==> config.mk <==
export PLATFORM = sky130hd
export DESIGN_NAME = alu_issue_stage
export DESIGN_NICKNAME = d
export VERILOG_FILES = /design/src/rtl/alu_pkg.sv /design/src/rtl/alu_ctrl_decode.sv /design/src/rtl/alu_issue_stage.sv
export SDC_FILE = /design/constraint.sdc
export NUM_CORES = 1
export LEC_CHECK = 0
export BUFFER_PORTS_ARGS = -buffer_cell sky130_fd_sc_hd__clkbuf_2
export CAP_MARGIN = 20
export CORE_UTILIZATION = 55
export CTS_CLUSTER_SIZE = 8
export DETAILED_ROUTE_END_ITERATION = 6
export PLACE_DENSITY = 0.81
export SLEW_MARGIN = 10
export SYNTH_ARGS = -nofsm -noshare
export SYNTH_HDL_FRONTEND = slang
export SYNTH_SLANG_ARGS = --single-unit
==> constraint.sdc <==
create_clock -name clk -period 4.95 [get_ports clk]
set_input_delay 0.495 -clock clk [delete_from_list [all_inputs] [get_ports clk]]
set_output_delay 0.495 -clock clk [all_outputs]
set_load 0.005 [all_outputs]
==> src/rtl/alu_pkg.sv <==
`default_nettype none
// ============================================================================
// Module      : alu_pkg
// Description : Shared constants for the ALU issue stage: 4-bit ALU control
//               encodings, 2-bit ALUOp classes and the width of the buffered
//               payload {illegal, alu_control, rd, b, a}.
// Revision    : 1.0 - initial release
// ============================================================================
package alu_pkg;

    // ALU control encodings seen on the alu_control port
    localparam logic [3:0] ALU_AND  = 4'd0;
    localparam logic [3:0] ALU_OR   = 4'd1;
    localparam logic [3:0] ALU_ADD  = 4'd2;
    localparam logic [3:0] ALU_SLL  = 4'd3;
    localparam logic [3:0] ALU_SRL  = 4'd4;
    localparam logic [3:0] ALU_SRA  = 4'd5;
    localparam logic [3:0] ALU_SUB  = 4'd6;
    localparam logic [3:0] ALU_SLTU = 4'd7;
    localparam logic [3:0] ALU_SLT  = 4'd8;
    localparam logic [3:0] ALU_XOR  = 4'd9;

    // ALUOp classes produced by the main decoder
    localparam logic [1:0] ALUOP_MEM    = 2'b00;
    localparam logic [1:0] ALUOP_BRANCH = 2'b01;
    localparam logic [1:0] ALUOP_RTYPE  = 2'b10;
    localparam logic [1:0] ALUOP_ITYPE  = 2'b11;

    // Width of the {illegal, alu_control} control field
    localparam int c_CTRL_W = 5;

    // Width of the full buffered bundle {illegal, alu_control, rd, b, a}
    function automatic int payload_w(input int xlen, input int rdw);
        return c_CTRL_W + rdw + 2 * xlen;
    endfunction

    // Payload width for the default 64-bit / 5-bit-index configuration
    localparam int c_PAYLOAD_W = c_CTRL_W + 5 + 2 * 64;

endpackage : alu_pkg
`default_nettype wire

==> src/rtl/alu_ctrl_decode.sv <==
`default_nettype none
// ============================================================================
// Module      : alu_ctrl_decode
// Description : Combinational ALU control decoder.
//               aluop[1:0], funct3[2:0], funct7b5 -> alu_control[3:0], illegal
//               Illegal encodings report ADD so downstream sees a benign op.
// Revision    : 1.0 - initial release
// ============================================================================
module alu_ctrl_decode
    import alu_pkg::*;
(
    input  logic [1:0] aluop,
    input  logic [2:0] funct3,
    input  logic       funct7b5,
    output logic [3:0] alu_control,
    output logic       illegal
);

    always_comb begin
        alu_control = ALU_ADD;
        illegal     = 1'b0;
        unique case (aluop)
            ALUOP_MEM: begin
                alu_control = ALU_ADD;
            end
            ALUOP_BRANCH: begin
                // Branches only need compare ops; pairs of funct3 share one
                unique case (funct3[2:1])
                    2'b00:   alu_control = ALU_SUB;
                    2'b10:   alu_control = ALU_SLT;
                    2'b11:   alu_control = ALU_SLTU;
                    default: illegal     = 1'b1;
                endcase
            end
            default: begin
                // R-type and I-type share the table; only R-type uses b5 to
                // select SUB, since for I-type bit 30 is part of the immediate.
                unique case (funct3)
                    3'b000: alu_control = (funct7b5 && (aluop == ALUOP_RTYPE))
                                          ? ALU_SUB : ALU_ADD;
                    3'b001: alu_control = ALU_SLL;
                    3'b010: alu_control = ALU_SLT;
                    3'b011: alu_control = ALU_SLTU;
                    3'b100: alu_control = ALU_XOR;
                    3'b101: alu_control = funct7b5 ? ALU_SRA : ALU_SRL;
                    3'b110: alu_control = ALU_OR;
                    default: alu_control = ALU_AND;
                endcase
                if (funct7b5 && (funct3 != 3'b000) && (funct3 != 3'b101)) begin
                    illegal = 1'b1;
                end
            end
        endcase
        if (illegal) begin
            alu_control = ALU_ADD;
        end
    end

endmodule : alu_ctrl_decode
`default_nettype wire

==> src/rtl/alu_issue_stage.sv <==
`default_nettype none
// ============================================================================
// Module      : alu_issue_stage
// Description : ID->EX issue stage. Decodes the ALU control for each op and
//               buffers {illegal, alu_control, rd, b, a} in a 1-entry output
//               register backed by a 1-entry skid register (valid/ready).
// Ports       : clk, reset (sync, active high), flush (sync squash)
//               in_valid/in_ready, in_aluop, in_funct3, in_funct7b5,
//               in_a, in_b, in_rd                       - upstream side
//               out_valid/out_ready, alu_control, op_a, op_b, rd, illegal
//                                                       - EX side
// Revision    : 1.0 - initial release
// ============================================================================
module alu_issue_stage
    import alu_pkg::*;
#(
    parameter int XLEN = 64,
    parameter int RDW  = 5
) (
    input  logic            clk,
    input  logic            reset,
    input  logic            flush,
    input  logic            in_valid,
    output logic            in_ready,
    input  logic [1:0]      in_aluop,
    input  logic [2:0]      in_funct3,
    input  logic            in_funct7b5,
    input  logic [XLEN-1:0] in_a,
    input  logic [XLEN-1:0] in_b,
    input  logic [RDW-1:0]  in_rd,
    output logic            out_valid,
    input  logic            out_ready,
    output logic [3:0]      alu_control,
    output logic [XLEN-1:0] op_a,
    output logic [XLEN-1:0] op_b,
    output logic [RDW-1:0]  rd,
    output logic            illegal
);

    localparam int c_PW = payload_w(XLEN, RDW);

    // Buffer state is {out_valid, skid_valid}; 2'b01 is unreachable
    localparam logic [1:0] S_EMPTY = 2'b00;
    localparam logic [1:0] S_FULL1 = 2'b10;
    localparam logic [1:0] S_FULL2 = 2'b11;

    logic [1:0]      r_state;
    logic [1:0]      w_state_nxt;
    logic [c_PW-1:0] r_out_data;
    logic [c_PW-1:0] r_skid_data;
    logic [c_PW-1:0] w_in_data;
    logic [3:0]      w_ctrl;
    logic            w_illegal;
    logic            w_accept;
    logic            w_present;
    logic            w_load_out_in;
    logic            w_load_out_skid;
    logic            w_load_skid;

    alu_ctrl_decode u_decode (
        .aluop       (in_aluop),
        .funct3      (in_funct3),
        .funct7b5    (in_funct7b5),
        .alu_control (w_ctrl),
        .illegal     (w_illegal)
    );

    assign w_in_data = {w_illegal, w_ctrl, in_rd, in_b, in_a};

    // Flush squashes both the incoming op and any transfer this cycle
    assign w_accept  = in_valid && in_ready && !flush;
    assign w_present = out_valid && out_ready && !flush;

    assign w_load_out_in   = w_accept && ((r_state == S_EMPTY) ||
                                          ((r_state == S_FULL1) && w_present));
    assign w_load_skid     = w_accept && (r_state == S_FULL1) && !w_present;
    assign w_load_out_skid = w_present && (r_state == S_FULL2);

    // State register
    always_ff @(posedge clk) begin
        if (reset) begin
            r_state <= S_EMPTY;
        end else begin
            r_state <= w_state_nxt;
        end
    end

    // Next-state logic
    always_comb begin
        w_state_nxt = r_state;
        unique case (r_state)
            S_EMPTY: begin
                if (w_accept) w_state_nxt = S_FULL1;
            end
            S_FULL1: begin
                if (w_accept && !w_present)      w_state_nxt = S_FULL2;
                else if (!w_accept && w_present) w_state_nxt = S_EMPTY;
            end
            S_FULL2: begin
                if (w_present) w_state_nxt = S_FULL1;
            end
            default: w_state_nxt = S_EMPTY;
        endcase
        if (flush) begin
            w_state_nxt = S_EMPTY;
        end
    end

    // Output logic
    always_comb begin
        out_valid = r_state[1];
        in_ready  = !r_state[0];
    end

    // Payload registers; stale data after flush is qualified by out_valid
    always_ff @(posedge clk) begin
        if (reset) begin
            r_out_data  <= '0;
            r_skid_data <= '0;
        end else begin
            if (w_load_out_in) begin
                r_out_data <= w_in_data;
            end else if (w_load_out_skid) begin
                r_out_data <= r_skid_data;
            end
            if (w_load_skid) begin
                r_skid_data <= w_in_data;
            end
        end
    end

    assign {illegal, alu_control, rd, op_b, op_a} = r_out_data;

endmodule : alu_issue_stage
`default_nettype wire

==> flow_metrics.tcl, run 1 <==
set metrics [dict create \
    dpl.hpwl_mm 16.8 \
    finalHoldViolCount 0 \
    rsz0062_at_grt "no" \
    reg2reg_from "r_state[0]$_SDFFE_PP0P_" \
    startpoint "r_state[0]$_SDFFE_PP0P_" \
    fill_cells 1586 \
    critPathBufInv 1 \
    via_per_inst 5.44 \
    vias 9596 \
    drtAntennaViolNets 0 \
    portBuffers 283 \
    hp-class "primary input to register" \
    drv_cap 0 \
    cts_setup_buffers 0 \
    synth-xor-area-share 0.00153 \
    drive_gt1_frac 0.269 \
    fin_skew_ns 0.0104 \
    synth_flop_cell "dfxtp_1" \
    end_kind "register" \
    synthAdderAreaFrac 0.00872 \
    p_per_area_mw_per_mm2 372 \
    peakVddDrop_mv 0.279 \
    place_congestion 0.808 \
    arrival_ns 2.94 \
    die_y_um 146 \
    tightest_slew_ns 1.11 \
    synth-simple-area-share 0.144 \
    crit_end "r_skid_data[40]$_SDFFE_PP0P_" \
    fmax_mhz 395 \
    leakage_nw 6.44 \
    crit_chain "nor3b_2, and3_4, buf_12, nand2_1, a21oi_1" \
    grt_first_pass_wirelength_mm 44.2 \
    dp.cells 1721 \
    crit_family "simple AND/OR/NAND/NOR gates" \
    finalCritPeriodShare 0.511 \
    ioPinCount 284 \
    start_util 0.564 \
    wl_per_cell_um 15.4 \
    status "finished with violations" \
    cts_tree "yes" \
    r2r_slack_ns 2.42 \
    yosysSeqAreaShare 0.485 \
    area_growth_pct 21.2 \
    stdcell_count 1764 \
    setup_tns_ns 0 \
    syn_avg_cell_area_um2 9.06 \
    drc 2 \
    critPathKind "register to register" \
    worstHoldStart "in_b[32]" \
    antenna_found_initial 1 \
    insertion_delay_ns 0.50 \
    startpoint_type "register" \
    worstPathRequired_ns 5.36 \
    final_nets 1645 \
    wl_mm 27.2 \
    synthCells 1267 \
    clock-sinks 278 \
    cts-root-buf "clkbuf_16" \
    critPathMaxStageDelay_ns 0.82 \
    r2r-end "r_skid_data[40]$_SDFFE_PP0P_" \
    max-clock-path-buffers 3 \
    hold_depth 3 \
    max_slew_margin 0.261 \
    htreeDepth 2 \
    synth_top_family_by_area "compound AO/OA/AOI/OAI gates" \
    critPathSlowestCell "and3_4" \
    clkTransAtPathRegs_ns 0.05 \
    overflow 0 \
    synth_cell_type_count 39 \
    die_w_um 146 \
    worst-r2r-cell-count 5 \
    netlist_area_mm2 0.0115 \
    postCtsHoldBufs 0 \
    track_usage 0.248 \
    period_needed_ns 2.53 \
    async_flop_share 0 \
    core-area_mm2 0.0204 \
    drt_iter0_markers 487 \
    critical_path_depth 5 \
    cts_buffers 40 \
    critPathMaxFanout 72 \
    cts_resized 0 \
    muxShareOfSynthArea 0.122 \
    grt_max_degree 170 \
    die_area_mm2 0.0215 \
    rows 52 \
    synth_compound_area_frac 0.189 \
    maxSlewViolCount 0 \
    synth_warnings 0 \
    syn-num-nets 1419 \
    synth-edff-count 0 \
    grt_pass1_vias 9088 \
    failed_checks "DRC" \
    finalSetupViolCount 0 \
    firstDrtPassIters 7 \
    ys_ff_latch 278 \
    postLayoutCoreUtil 0.683 \
]
worst min path at each step:
stage / end / slack [ns]
floorplan: r_skid_data[0]$_SDFFE_PP0P_ / 0.44
global placement: r_skid_data[82]$_SDFFE_PP0P_ / 0.44
detailed placement: r_skid_data[116]$_SDFFE_PP0P_ / 0.45
CTS: r_skid_data[3]$_SDFFE_PP0P_ / 0.21
global route: r_skid_data[5]$_SDFFE_PP0P_ / 0.22
finish: r_skid_data[96]$_SDFFE_PP0P_ / 0.23
cells in the final DEF (no fill, tap or decap), types with 4 or more instances in the layout:
| master | instances |
|---|---|
| dfxtp_1 | 278 |
| a211oi_2 | 60 |
| a211oi_1 | 77 |
| a21oi_1 | 142 |
| mux2i_1 | 139 |
| clkbuf_2 | 282 |
| ha_1 | 8 |
| nor2_1 | 138 |
| a21o_1 | 4 |
| clkbuf_16 | 41 |
| inv_1 | 6 |
| buf_12 | 6 |
| nand2_1 | 275 |
power by group:
part / switching (mW) / internal [mW] / total (mW) / leakage (nW)
combinational: 0.255 / 0.200 / 0.455 / 3.66
sequential: 0.0490 / 2.34 / 2.39 / 2.27
clock: 0.872 / 1.46 / 2.33 / 0.512
per-layer routing:
| layer | global-route usage | up-vias | routed length [um] |
|---|---|---|---|
| li1 | - | 4777 | - |
| met1 | 0.312 | 4452 | 11500 |
| met2 | 0.410 | 311 | 13000 |
| met3 | 0.0641 | 56 | 1980 |
| met4 | 0.0865 | 0 | 682 |
| met5 | 0 | - | 0 |
area by class of cell:
type	instances	area, um^2	area share
Antenna cell	1	2.50	0.000180
Clock buffer	42	1040	0.0747
Inverter	6	22.5	0.00162
Multi-Input combinational cell	875	5380	0.386
Sequential cell	278	5570	0.400
Tap cell	270	338	0.0243
Timing Repair Buffer	292	1570	0.113
kinds of logic (layout without fill, tap and decap cells):
family          Yosys count  in the layout
mux                     140            140
xor+xnor                  2              2
flops                   278            278
compound gates          296            296
fa+ha+maj                 8              8
simple gates            429            429
buf+inv                 114            340
other cells               0              1
cells in the mapped netlist, types with 2 or more instances:
library cell  instances  share of area
dfxtp_1             278           0.48
buf_4                11         0.0072
o21ai_0               2        0.00087
buf_6                 7         0.0069
inv_1                 6         0.0020
mux2i_1             139           0.12
nand2_1             276          0.090
nor2_1              138          0.045
ha_1                  8         0.0087
buf_2                39          0.017
a21oi_1             142          0.062
a21o_1                4         0.0026
clkbuf_1             50          0.016
nand3_1               3         0.0013
o21a_1                2         0.0013
nand3b_1              3         0.0020
a211oi_1             77          0.050
a211oi_2             60          0.065
nor3_1                2        0.00087
registers in the layout, indices dropped and copies added, names as in the netlist:
| signal | cells |
|---|---|
| r_out_data | 138 |
| r_state | 2 |
| r_skid_data | 138 |
worst min-delay path, delay by kind of cell:
kind	cells	cell delay (ns)
buffers and inverters	1	0.09
and+or+nand+nor	1	0.05
AOI/OAI and AO/OA	1	0.05
metrics by stage:
stage	worst slack, ns	hold WS, ns	instance area [um^2]	power (mW)
5_1_grt	2.22	0.219	13900	5.36
6_report	2.42	0.232	13900	5.17
4_1_cts	2.43	0.210	13900	5.21
2_1_floorplan	3.23	0.436	11500	2.68
3_3_place_gp	2.26	0.441	12900	2.87
3_5_place_dp	2.18	0.446	12900	2.88
No activity file was read; power rests on OpenSTA's default activity.
==> run 2, diff against run 1 <==
--- a/config.mk
+++ b/config.mk
@@ -5,12 +5,13 @@
 export SDC_FILE = /design/constraint.sdc
 export NUM_CORES = 1
 export LEC_CHECK = 0
+export ABC_AREA = 1
 export BUFFER_PORTS_ARGS = -buffer_cell sky130_fd_sc_hd__clkbuf_2
 export CAP_MARGIN = 20
-export CORE_UTILIZATION = 55
+export CORE_UTILIZATION = 53
 export CTS_CLUSTER_SIZE = 8
 export DETAILED_ROUTE_END_ITERATION = 6
-export PLACE_DENSITY = 0.81
+export PLACE_DENSITY = 0.78
 export SLEW_MARGIN = 10
 export SYNTH_ARGS = -nofsm -noshare
 export SYNTH_HDL_FRONTEND = slang
==> constraint.sdc (replaced) <==
create_clock -name clk -period 2.6 [get_ports clk]
set_input_delay 0.26 -clock clk [delete_from_list [all_inputs] [get_ports clk]]
set_output_delay 0.26 -clock clk [all_outputs]
set_load 0.005 [all_outputs]
==> run 2 against run 1 <==
Against the previous run:
- clock skew rose by 0.011 ns
- core utilization is 0.15 points lower
- count of clock-buffer cells in the layout did not move
- largest power group unchanged
- wire length grew 14%
- the flow now finishes without violations
- die area rose by 4.1%
- maximum frequency up 21%
- sequential power grew 94%
==> flow_metrics.tcl, run 2 <==
set metrics [dict create \
    status "completed" \
    worstHoldStart "in_b[61]" \
    startpoint_type "register" \
    maxSlewViolCount 0 \
    period_needed_ns 2.10 \
    leakage_nw 6.32 \
    arrival_ns 2.51 \
    synth_cell_type_count 21 \
    start_util 0.545 \
    synthTopCellsByCount "nand2_1 (364), nor2_1 (287), dfxtp_1 (278), o21ai_0 (180), a21oi_1 (142)" \
    area_growth_pct 25.1 \
    synth.area.top_cells "dfxtp_1 (48%), nand2_1 (12%), nor2_1 (9.3%)" \
    layout_common_cells "nand2_1 (364), nor2_1 (287), clkbuf_2 (282)" \
    startpoint "r_state[1]$_SDFFE_PP0P_" \
    clkTransAtPathRegs_ns 0.05 \
    finalCritPeriodShare 0.806 \
    die_w_um 149 \
    drt_iter0_markers 735 \
    place_congestion 0.811 \
    cts_resized 0 \
    hp-class "primary input to register" \
    crit_top_cell "inv_1" \
    netlist_area_mm2 0.0115 \
    reg2reg_from "r_state[1]$_SDFFE_PP0P_" \
    grt_first_pass_wirelength_mm 50.4 \
    syn_avg_cell_area_um2 7.05 \
    synth_warnings 0 \
    core-area_mm2 0.0212 \
    seq_area_mm2 0.00557 \
    htreeDepth 2 \
    drive_gt1_frac 0.192 \
    via_per_inst 5.23 \
    fill_cells 1760 \
    die_area_mm2 0.0223 \
    final_nets 2045 \
    synth_flop_cell "dfxtp_1" \
    drtAntennaViolNets 0 \
    die_y_um 149 \
    drv_cap 0 \
    syn-num-nets 1787 \
    power_mw 10.4 \
    p_per_area_mw_per_mm2 719 \
    clock-sinks 278 \
    setup_tns_ns 0 \
    tightest_slew_ns 0.723 \
    final_common_cell "nand2_1" \
    end_kind "register" \
    fin_skew_ns 0.0217 \
    insertion_delay_ns 0.51 \
    grt_pass1_vias 10700 \
    worst_slack_ns 0.504 \
    rows 53 \
    top_regs "r_out_data (138), r_skid_data (138), r_state (2)" \
    ioPinCount 284 \
    fmax_mhz 477 \
    synth.most_common_cell "nand2_1" \
    cts_setup_buffers 0 \
    vias 11300 \
    crit_chain "inv_1, ha_1, inv_1, nand2_1, nand2_8, buf_4, nor2_1, nor3_1" \
    cts_tree "yes" \
    preCtsSetupSlack_ns 0.487 \
    finalHoldViolCount 0 \
    synth_top_cell_by_area "dfxtp_1" \
    netlist.area_leader.share 0.483 \
    wl_per_cell_um 14.3 \
    track_usage 0.274 \
    rsz0062_at_grt "no" \
    max-clock-path-buffers 3 \
    yosysSeqAreaShare 0.483 \
    overflow 0 \
    drc 0 \
    synth-edff-count 0 \
    grt_max_degree 143 \
    max_slew_margin 0.518 \
    dpl.hpwl_mm 18.2 \
    cts-root-buf "clkbuf_16" \
    firstDrtPassIters 5 \
    wl_mm 31.1 \
    peakVddDrop_mv 0.419 \
    critPathMaxStageDelay_ns 0.49 \
    critPathSlowestCell "dfxtp_1" \
    ys_ff_latch 278 \
    antenna_found_initial 1 \
    portBuffers 283 \
    worstPathRequired_ns 3.02 \
    critPathKind "register to register" \
    finalSetupViolCount 0 \
    synthCells 1635 \
    critPathMaxFanout 57 \
    cts_buffers 40 \
    async_flop_share 0 \
    multiInputGateArea_mm2 0.00505 \
]
## run 2: area by class of cell
type	instances	share of cell area
Antenna cell	1	0.000174
Clock buffer	42	0.0721
Clock inverter	2	0.00121
Inverter	104	0.0272
Multi-Input combinational cell	1134	0.350
Sequential cell	278	0.386
Tap cell	275	0.0239
Timing Repair Buffer	335	0.139
## run 2: per-layer routing
metal  vias up  global-route usage  share of wire  wire (um)
li1       5717                   -              -          -
met1      5180               0.345           0.42      12900
met2       390               0.460           0.48      15000
met3        61              0.0537          0.078       2410
met4         0               0.103          0.026        800
met5         -                   0              0          0
## run 2: through the flow
step | std cells | hold slack, ns | instance area [um^2] | utilization
floorplan | 1635 | 0.395 | 11500 | -
global placement | 2091 | 0.433 | 13000 | 0.615
detailed placement | 2091 | 0.439 | 13000 | 0.615
CTS | 2170 | 0.000341 | 14400 | 0.681
global route | 2171 | 0.00488 | 14400 | 0.682
finish | 2171 | 0.0119 | 14400 | 0.682
## run 2: logic make-up after synthesis
logic type	after synthesis	share of synthesized area
AO/OA/AOI/OAI	323	0.141
adder cells (fa/ha/maj)	8	0.00869
buffers and inverters	223	0.0810
flip-flops	278	0.483
AND/OR/NAND/NOR	803	0.286
## run 2: final timing paths
kind                                   to  slack [ns]  cells past startpoint
max           r_out_data[55]$_SDFFE_PP0P_        0.50                      8
min          r_out_data[125]$_SDFFE_PP0P_        0.01                      3
max reg2reg   r_out_data[55]$_SDFFE_PP0P_        0.50                      8
min reg2reg  r_skid_data[77]$_SDFFE_PP0P_        0.45                      2
## run 2: worst max-delay path: cells and delay by family (launching register included)
family	cells	cell delay (ns)
simple gates	4	0.74
flops	1	0.49
buf+inv	3	0.55
fa+ha+maj	1	0.23
## run 2: report_power, final
part           leakage (nW)  switching (mW)  internal [mW]  total (mW)
clock network         0.522            1.70           2.79        4.49
logic                  3.53           0.722          0.523        1.25
registers              2.27           0.121           4.51        4.63
total                  6.32            2.55           7.82        10.4
## run 2: what timing repair did
item,CTS,global route
hold buffers,35,0
endpoints found under the hold margin,60,0
setup endpoints to repair,0,0
